<file path="config.mk">
export PLATFORM = sky130hd
export DESIGN_NAME = i2c_spi_wb_scheduler
export DESIGN_NICKNAME = d
export VERILOG_FILES = /design/src/rtl/i2c_spi_sched_pkg.sv /design/src/rtl/i2c_spi_rr_arbiter.sv /design/src/rtl/i2c_spi_wb_scheduler.sv
export SDC_FILE = /design/constraint.sdc
export NUM_CORES = 1
export LEC_CHECK = 0
export ABC_AREA = 1
export CORE_MARGIN = 2
export CORE_UTILIZATION = 37
export DETAILED_ROUTE_END_ITERATION = 6
export PLACE_DENSITY = 0.69
export SKIP_CTS_REPAIR_TIMING = 1
export SLEW_MARGIN = 20
export SYNTH_ARGS = -nofsm -noshare
export SYNTH_HDL_FRONTEND = slang
export SYNTH_HIERARCHICAL = 1
export SYNTH_SLANG_ARGS = --single-unit
export TNS_END_PERCENT = 100
</file>
<file path="constraint.sdc">
create_clock -name i2c_wb_clk_i -period 6 [get_ports i2c_wb_clk_i]
set_input_delay 1.2 -clock i2c_wb_clk_i [delete_from_list [all_inputs] [get_ports i2c_wb_clk_i]]
set_output_delay 1.2 -clock i2c_wb_clk_i [all_outputs]
set_load 0.02 [all_outputs]
</file>
<file path="src/rtl/i2c_spi_sched_pkg.sv">
// Shared types for the I2C/local-poll Wishbone scheduler: FSM states and
// the 2-bit completion status codes returned to each requester.
package i2c_spi_sched_pkg;

   typedef enum logic [1:0] {
      IDLE    = 2'd0,
      BUS     = 2'd1,
      BACKOFF = 2'd2,
      DONE    = 2'd3
   } sched_state_t;

   typedef logic [1:0] sts_t;

   localparam sts_t STS_OK  = 2'b00;
   localparam sts_t STS_ERR = 2'b01;
   localparam sts_t STS_RTY = 2'b10;
   localparam sts_t STS_TMO = 2'b11;

endpackage

</file>
<file path="src/rtl/i2c_spi_rr_arbiter.sv">
// Two-way round-robin arbiter. On a tie the requester that was NOT granted
// last time wins; a lone request is always granted.
module i2c_spi_rr_arbiter (
   input  logic [1:0] req,
   input  logic       last,
   output logic       grant,
   output logic       valid
);

   // Grant selection: tie goes to the opposite of the last grant
   always_comb begin
      valid = |req;
      grant = 1'b0;
      if (req == 2'b11) begin
         grant = ~last;
      end else if (req[1]) begin
         grant = 1'b1;
      end
   end

endmodule

</file>
<file path="src/rtl/i2c_spi_wb_scheduler.sv">
// Wishbone master shared by two requesters (0 = I2C command path,
// 1 = local status/poll path). One Wishbone cycle per grant, retry on rty,
// abort on err or timeout, per-requester done/status/read-data.
// Optional feature macro: I2C_SPI_SCHED_STATS_EN adds saturating error and
// retry counters (stat_err_o, stat_rty_o).
module i2c_spi_wb_scheduler
   import i2c_spi_sched_pkg::*;
#(
   parameter int ADDR_W    = 3,
   parameter int DATA_W    = 8,
   parameter int MAX_RETRY = 3,
   parameter int TIMEOUT   = 15
) (
   input  logic              i2c_wb_clk_i,
   input  logic              i2c_wb_rst_i,
   input  logic              r0_req_i,
   input  logic              r0_we_i,
   input  logic [ADDR_W-1:0] r0_adr_i,
   input  logic [DATA_W-1:0] r0_dat_i,
   output logic              r0_done_o,
   output logic [1:0]        r0_sts_o,
   output logic [DATA_W-1:0] r0_dat_o,
   input  logic              r1_req_i,
   input  logic              r1_we_i,
   input  logic [ADDR_W-1:0] r1_adr_i,
   input  logic [DATA_W-1:0] r1_dat_i,
   output logic              r1_done_o,
   output logic [1:0]        r1_sts_o,
   output logic [DATA_W-1:0] r1_dat_o,
   output logic              wb_cyc_o,
   output logic              wb_stb_o,
   output logic              wb_we_o,
   output logic [ADDR_W-1:0] wb_adr_o,
   output logic [DATA_W-1:0] wb_dat_o,
   input  logic [DATA_W-1:0] wb_dat_i,
   input  logic              wb_ack_i,
   input  logic              wb_err_i,
   input  logic              wb_rty_i
`ifdef I2C_SPI_SCHED_STATS_EN
   ,
   output logic [7:0]        stat_err_o,
   output logic [7:0]        stat_rty_o
`endif
);

   // Retry counter never exceeds MAX_RETRY; timeout counter never exceeds TIMEOUT-1
   localparam int RTY_W = $clog2(MAX_RETRY + 2);
   localparam int TMO_W = $clog2(TIMEOUT);
   localparam logic [RTY_W-1:0] RTY_MAX  = RTY_W'(MAX_RETRY);
   localparam logic [TMO_W-1:0] TMO_LAST = TMO_W'(TIMEOUT - 1);

   sched_state_t      state_q, state_d;
   sts_t              done_sts;
   logic              gnt_q, last_q;
   logic              we_q;
   logic [ADDR_W-1:0] adr_q;
   logic [DATA_W-1:0] dat_q;
   logic [RTY_W-1:0]  retry_q;
   logic [TMO_W-1:0]  tmo_q;
   sts_t              r0_sts_q, r1_sts_q;
   logic [DATA_W-1:0] r0_dat_q, r1_dat_q;
   logic              arb_grant, arb_valid;

   i2c_spi_rr_arbiter u_arb (
      .req   ({r1_req_i, r0_req_i}),
      .last  (last_q),
      .grant (arb_grant),
      .valid (arb_valid)
   );

   // State register; async reset drops cyc/stb immediately via state decode
   always_ff @(posedge i2c_wb_clk_i or negedge i2c_wb_rst_i) begin
      if (!i2c_wb_rst_i) state_q <= IDLE;
      else               state_q <= state_d;
   end

   // Next state and completion status; response priority ack > err > rty > timeout
   always_comb begin
      state_d  = state_q;
      done_sts = STS_OK;
      case (state_q)
         IDLE: begin
            if (arb_valid) state_d = BUS;
         end
         BUS: begin
            if (wb_ack_i) begin
               state_d  = DONE;
               done_sts = STS_OK;
            end else if (wb_err_i) begin
               state_d  = DONE;
               done_sts = STS_ERR;
            end else if (wb_rty_i) begin
               if (retry_q < RTY_MAX) begin
                  state_d = BACKOFF;
               end else begin
                  state_d  = DONE;
                  done_sts = STS_RTY;
               end
            end else if (tmo_q == TMO_LAST) begin
               state_d  = DONE;
               done_sts = STS_TMO;
            end
         end
         BACKOFF: state_d = BUS;
         DONE:    state_d = IDLE;
         default: state_d = IDLE;
      endcase
   end

   // Bus strobes and the done pulse for the granted requester only
   always_comb begin
      wb_cyc_o  = (state_q == BUS);
      wb_stb_o  = (state_q == BUS);
      r0_done_o = (state_q == DONE) && !gnt_q;
      r1_done_o = (state_q == DONE) &&  gnt_q;
   end

   assign wb_we_o  = we_q;
   assign wb_adr_o = adr_q;
   assign wb_dat_o = dat_q;
   assign r0_sts_o = r0_sts_q;
   assign r1_sts_o = r1_sts_q;
   assign r0_dat_o = r0_dat_q;
   assign r1_dat_o = r1_dat_q;

   // Request capture, retry/timeout counting and per-requester result latching
   always_ff @(posedge i2c_wb_clk_i or negedge i2c_wb_rst_i) begin
      if (!i2c_wb_rst_i) begin
         gnt_q    <= 1'b0;
         last_q   <= 1'b1;
         we_q     <= 1'b0;
         adr_q    <= '0;
         dat_q    <= '0;
         retry_q  <= '0;
         tmo_q    <= '0;
         r0_sts_q <= STS_OK;
         r1_sts_q <= STS_OK;
         r0_dat_q <= '0;
         r1_dat_q <= '0;
      end else begin
         case (state_q)
            IDLE: begin
               if (arb_valid) begin
                  gnt_q   <= arb_grant;
                  we_q    <= arb_grant ? r1_we_i  : r0_we_i;
                  adr_q   <= arb_grant ? r1_adr_i : r0_adr_i;
                  dat_q   <= arb_grant ? r1_dat_i : r0_dat_i;
                  retry_q <= '0;
                  tmo_q   <= '0;
               end
            end
            BUS: begin
               if (state_d == BACKOFF) begin
                  retry_q <= retry_q + RTY_W'(1);
                  tmo_q   <= '0;
               end else if (state_d == BUS) begin
                  tmo_q <= tmo_q + TMO_W'(1);
               end else begin
                  tmo_q <= '0;
                  if (!gnt_q) begin
                     r0_sts_q <= done_sts;
                     if (done_sts == STS_OK && !we_q) r0_dat_q <= wb_dat_i;
                  end else begin
                     r1_sts_q <= done_sts;
                     if (done_sts == STS_OK && !we_q) r1_dat_q <= wb_dat_i;
                  end
               end
            end
            DONE: begin
               last_q  <= gnt_q;
               retry_q <= '0;
            end
            default: ;
         endcase
      end
   end

`ifdef I2C_SPI_SCHED_STATS_EN
   function automatic logic [7:0] sat_inc(input logic [7:0] v);
      return (v == 8'hFF) ? v : v + 8'd1;
   endfunction

   logic [7:0] stat_err_q, stat_rty_q;

   // Saturating counters: failed completions and accepted retries
   always_ff @(posedge i2c_wb_clk_i or negedge i2c_wb_rst_i) begin
      if (!i2c_wb_rst_i) begin
         stat_err_q <= 8'd0;
         stat_rty_q <= 8'd0;
      end else begin
         if (state_q == BUS && wb_rty_i && !wb_ack_i && !wb_err_i)
            stat_rty_q <= sat_inc(stat_rty_q);
         if (state_q == BUS && state_d == DONE && done_sts != STS_OK)
            stat_err_q <= sat_inc(stat_err_q);
      end
   end

   assign stat_err_o = stat_err_q;
   assign stat_rty_o = stat_rty_q;
`endif

endmodule

</file>
==> qor.json, run 1 <==
{
  "ir_drop_mv": 0.189,
  "max_slew.worst_pin.slew_ns": 0.935,
  "drtIter0Drc": 39,
  "wire_per_inst_um": 12.2,
  "netlist_area_um2": 2060,
  "most-common-layout-cells": "sky130_fd_sc_hd__nand2_1, sky130_fd_sc_hd__clkdlybuf4s50_1, sky130_fd_sc_hd__dfrtp_1",
  "synth_cell_type_count": 28,
  "layout_commonest_cell": "sky130_fd_sc_hd__nand2_1",
  "min_period_ns": 3.47,
  "min_period_over_period": 0.578,
  "crit_path_start_kind": "input port",
  "share_of_cells_above_drive_strength_1": 0.0772,
  "grt_pass1_wl_um": 7990,
  "hold_path.class": "register to register",
  "diodes": 0,
  "pd_cells_nw_per_um2": 501,
  "area.growth.synth_to_final_pct": 43.9,
  "synthesis.nets": 279,
  "clock_path_buffers": 2,
  "cp_max_fo": 25,
  "detailedPlacementHpwl_um": 3480,
  "routed_wl_um": 4680,
  "first_global_vias": 1716,
  "rsz0062_at_grt": "false",
  "power.net_switching_mw": 0.624,
  "timing.final.ws_setup_ns": 2.53,
  "power_leakage_nw": 1.36,
  "numCtsBuffers": 5,
  "worstSkewPairLatency_ns": 0.30,
  "critical_path_arrival_ns": 3.66,
  "cts_root_buffer": "sky130_fd_sc_hd__clkbuf_8",
  "worst_slew_margin_rel": 0.377,
  "critPathCaptureType": "register",
  "critPathKind": "input port to register",
  "final_cells": 383,
  "detailedPlace.worstSlack_ns": 2.22,
  "timing.final.hold_violations": 0,
  "die_y_extent_um": 78.6,
  "totalNegativeSetupSlack_ns": 0,
  "initial_core_util": 0.378,
  "clk_transition_reported_paths_ns": 0.08,
  "cts_tree": "yes",
  "io-pin-count": 75,
  "place_inst": 375,
  "syn_area_per_cell_um2": 8.75,
  "port-buffer-count": 74,
  "grt_use_total": 0.164,
  "vias_per_cell": 4.77,
  "yosys_warnings": 6,
  "drcViolationCount": 0,
  "ys_seq_area_frac": 0.524,
  "power_report.internal_total_mw": 0.860,
  "achievable-frequency_ghz": 0.289,
  "gpl.final_weighted_congestion": 0.763,
  "finalSetupViolCount": 0,
  "drv.max_cap_violation_count": 0,
  "global_route.overflow_total": 0,
  "clkPwrFrac": 0.153,
  "die_wd_um": 78.6,
  "placed_cell_area_um2": 2850,
  "worstPathRequired_ns": 6.19,
  "skew_ns": 0.00594,
  "htree_num_levels": 2,
  "clock-sinks": 43,
  "p_comb_frac": 0.514,
  "drt_first_pass_iters": 4,
  "status": "finished, final reports clean",
  "final-max-slew-violation-count": 0,
  "switching_share": 0.420,
  "layout.cell_area.non_filler_um2": 2960,
  "num_vias": 1826,
  "antenna_found_initial": 0,
  "layout.nets": 354,
  "synth_cells": 235,
  "placementRows": 27,
  "postSynthRegisterBits": 43,
  "die-area_um2": 6170,
  "final.fill_count": 524,
  "grt_start_max_net_pins": 44,
  "postRouteAntennaNets": 0,
  "share_seq_of_total_power": 0.333,
  "placeableCoreArea_um2": 5440
}
[metal layers]
| metal | GRT usage | vias up | wire, µm |
|---|---|---|---|
| met5 | 0 | - | 0 |
| met4 | 0.0579 | 0 | 70 |
| met3 | 0.0609 | 7 | 356 |
| met2 | 0.264 | 62 | 2160 |
| met1 | 0.203 | 840 | 2100 |
| li1 | - | 917 | - |
[cell families after synthesis]
family / Yosys count / synth area share
xor+xnor: 1 / 0.00426
simple gates: 131 / 0.288
flops: 43 / 0.524
compound gates: 30 / 0.0985
fa+ha+maj: 5 / 0.0304
buf+inv: 25 / 0.0548
[critical path, cell delays in order]
cell,delay (ns)
sky130_fd_sc_hd__clkdlybuf4s50_1,0.47
sky130_fd_sc_hd__or2_1,0.10
sky130_fd_sc_hd__inv_1,0.04
sky130_fd_sc_hd__nor2_1,0.11
sky130_fd_sc_hd__nand2_1,0.17
sky130_fd_sc_hd__inv_2,0.34
sky130_fd_sc_hd__nor3_1,0.14
sky130_fd_sc_hd__ha_1,0.40
sky130_fd_sc_hd__nand3_4,0.12
sky130_fd_sc_hd__a21oi_4,0.29
sky130_fd_sc_hd__nand2_4,0.12
sky130_fd_sc_hd__nand2_1,0.10
sky130_fd_sc_hd__nand2_1,0.05
[final timing paths]
kind                               from           to  slack [ns]  cells after the start
hold / removal              r1_dat_o[6]  r1_dat_o[6]        0.48                      2
setup reg to reg             state_q[1]  r0_dat_o[5]        3.59                     10
max in group asynchronous  i2c_wb_rst_i  r1_sts_o[1]        4.38                      1
hold reg to reg             r1_dat_o[6]  r1_dat_o[6]        0.48                      2
setup / recovery               r0_req_i  r0_dat_o[5]        2.53                     13
min in group asynchronous  i2c_wb_rst_i     tmo_q[0]        1.03                      1
[sequential cells by signal, indices dropped and copies added (netlist names)]
name and count:
retry_q 3, r1_sts_o 2, wb_dat_o 8, state_q 2, wb_adr_o 3, r0_sts_o 2
r1_dat_o 8, wb_we_o 1, last_q 1, gnt_q 1, tmo_q 4, r0_dat_o 8
[area by class of cell]
type	instances	area (µm²)	share of cell area
flip-flops and latches	43	1080	0.364
multi-input cells	167	867	0.293
repair buffers	74	736	0.249
well taps	72	90.1	0.0304
inverters	19	76.3	0.0258
clock buffers	5	68.8	0.0233
clock inverters	3	43.8	0.0148
[power by group through the flow]
stage	logic (mW)	clock network (mW)	registers (mW)
6_report	0.763	0.227	0.494
5_1_grt	0.838	0.242	0.511
4_1_cts	0.769	0.233	0.496
3_5_place_dp	0.767	0	0.501
3_3_place_gp	0.756	0	0.499
2_1_floorplan	0.346	0	0.607
[stage by stage]
step | total power [mW] | hold WS, ns | util
finish | 1.48 | 0.482 | 0.544
global route | 1.59 | 0.514 | 0.544
CTS | 1.50 | 0.482 | 0.544
detailed placement | 1.27 | 0.461 | 0.523
global placement | 1.26 | 0.458 | 0.523
floorplan | 0.953 | 0.467 | -
[cell usage after synthesis, drive strengths merged]
master | instances | share of area
clkbuf | 2 | 0.0037
nor3 | 2 | 0.0049
a21oi | 7 | 0.033
o22ai | 1 | 0.0030
xnor2 | 1 | 0.0043
o31ai | 1 | 0.0037
a31oi | 12 | 0.036
inv | 18 | 0.033
o21ai | 9 | 0.022
buf | 4 | 0.014
nand2 | 77 | 0.15
or2 | 2 | 0.0061
nand3 | 27 | 0.078
ha | 5 | 0.030
nor2 | 20 | 0.039
dfrtp | 42 | 0.51
dfstp | 1 | 0.013
nand4 | 2 | 0.0061
clkinv | 1 | 0.0043
and2 | 1 | 0.0030
(Power assumes the default switching activity.)
==> run 2: changes to the inputs <==
- clock period: 6 -> 3.2 ns (I/O delays scaled with it)
==> qor.json, run 2 (synthesis gave the netlist of run 1 again) <==
{
  "achievable-frequency_ghz": 0.379,
  "place_inst": 377,
  "drt_first_pass_iters": 4,
  "port-buffer-count": 74,
  "share_seq_of_total_power": 0.343,
  "clock-sinks": 43,
  "numCtsBuffers": 5,
  "antenna_found_initial": 0,
  "vias_per_cell": 4.71,
  "status": "finished, final reports clean",
  "io-pin-count": 75,
  "worstSkewPairLatency_ns": 0.29,
  "ir_drop_mv": 0.381,
  "worstPathRequired_ns": 3.39,
  "power_report.internal_total_mw": 1.54,
  "drcViolationCount": 0,
  "num_vias": 1813,
  "final-max-slew-violation-count": 0,
  "finalSetupViolCount": 0,
  "crit_path_start_kind": "input port",
  "max_slew.worst_pin.slew_ns": 0.931,
  "share_of_cells_above_drive_strength_1": 0.0831,
  "wire_per_inst_um": 11.9,
  "layout.nets": 356,
  "postRouteAntennaNets": 0,
  "die-area_um2": 6170,
  "critical_path_arrival_ns": 2.83,
  "seqCellArea_um2": 1080,
  "totalNegativeSetupSlack_ns": 0,
  "routed_wl_um": 4600,
  "power.net_switching_mw": 1.16,
  "multi_input_area_um2": 867,
  "critPathKind": "input port to register",
  "min_period_ns": 2.64,
  "pd_cells_nw_per_um2": 916,
  "switching_share": 0.430,
  "area.growth.synth_to_final_pct": 43.4,
  "cts_tree": "yes",
  "first_global_vias": 1690,
  "most-common-layout-cells": "sky130_fd_sc_hd__nand2_1, sky130_fd_sc_hd__clkdlybuf4s50_1, sky130_fd_sc_hd__dfrtp_1",
  "grt_start_max_net_pins": 44,
  "grt_pass1_wl_um": 7890,
  "timing.final.hold_violations": 0,
  "worst_slew_margin_rel": 0.379,
  "power.total_mw": 2.70,
  "htree_num_levels": 2,
  "drtIter0Drc": 122,
  "gpl.final_weighted_congestion": 0.776,
  "cts_root_buffer": "sky130_fd_sc_hd__clkbuf_8",
  "die_wd_um": 78.6,
  "cp_max_fo": 10,
  "placementRows": 27,
  "rsz0062_at_grt": "false",
  "power_leakage_nw": 1.35,
  "final_cells": 385,
  "critPathCaptureType": "register",
  "p_comb_frac": 0.530,
  "final.fill_count": 515,
  "skew_ns": 0.00452,
  "placeableCoreArea_um2": 5440,
  "drv.max_cap_violation_count": 0,
  "clock_path_buffers": 2,
  "layout_commonest_cell": "sky130_fd_sc_hd__nand2_1",
  "global_route.overflow_total": 0,
  "clk_transition_reported_paths_ns": 0.09,
  "hold_path.class": "input port to asynchronous set/reset pin",
  "grt_use_total": 0.159,
  "diodes": 0,
  "detailedPlacementHpwl_um": 3450,
  "min_period_over_period": 0.825,
  "die_y_extent_um": 78.6,
  "clkPwrFrac": 0.127,
  "initial_core_util": 0.378
}
-- run 2: final timing paths --
kind / end / depth (start not counted) / slack, ns / start
setup reg to reg: r1_dat_o[2] / 11 / 1.04 / tmo_q[0]
hold reg to reg: r1_dat_o[3] / 2 / 0.48 / r1_dat_o[3]
hold / removal: tmo_q[1] / 1 / 0.47 / i2c_wb_rst_i
setup / recovery: r1_dat_o[2] / 13 / 0.56 / r1_req_i
min in group i2c_wb_clk_i: r1_dat_o[3] / 2 / 0.48 / r1_dat_o[3]
max in group asynchronous: wb_dat_o[6] / 1 / 2.14 / i2c_wb_rst_i
-- run 2: layout make-up --
class                           count  area share
Sequential cell                    43       0.365
Multi-Input combinational cell    167       0.294
Timing Repair Buffer               76       0.254
Tap cell                           72      0.0305
Inverter                           19      0.0259
Clock buffer                        5      0.0233
Clock inverter                      3     0.00679
-- run 2: worst max-delay path, stage by stage --
cell and delay, ns:
sky130_fd_sc_hd__clkdlybuf4s50_1 0.41, sky130_fd_sc_hd__or2_1 0.22, sky130_fd_sc_hd__inv_1 0.05, sky130_fd_sc_hd__nor2_1 0.05, sky130_fd_sc_hd__nand2_1 0.18, sky130_fd_sc_hd__inv_2 0.06, sky130_fd_sc_hd__nor3_1 0.25, sky130_fd_sc_hd__ha_1 0.28
sky130_fd_sc_hd__nand3_4 0.12, sky130_fd_sc_hd__a21oi_4 0.28, sky130_fd_sc_hd__nand2_4 0.12, sky130_fd_sc_hd__nand2_1 0.10, sky130_fd_sc_hd__nand2_1 0.05
-- run 2: metal layers --
metal / GRT usage / vias up / share of wire
li1: - / 924 / -
met1: 0.220 / 819 / 0.47
met2: 0.245 / 64 / 0.44
met3: 0.0437 / 6 / 0.071
met4: 0.0474 / 0 / 0.013
met5: 0 / - / 0
-- run 2: through the flow --
stage,hold WS [ns],area (µm²),worst slack [ns],util
after floorplan,0.344,2060,0.858,-
after global placement,0.458,2860,0.304,0.526
after detailed placement,0.463,2860,0.250,0.526
after CTS,0.484,2950,0.556,0.542
after global routing,0.517,2950,0.350,0.542
final,0.473,2950,0.560,0.542
-- run 2: power by group through the flow --
stage	combinational (mW)	clock (mW)	sequential, mW
final	1.43	0.344	0.927
after global placement	1.43	0	0.935
after CTS	1.45	0.354	0.929
after floorplan	0.648	0	1.14
after global routing	1.58	0.378	0.964
after detailed placement	1.44	0	0.937
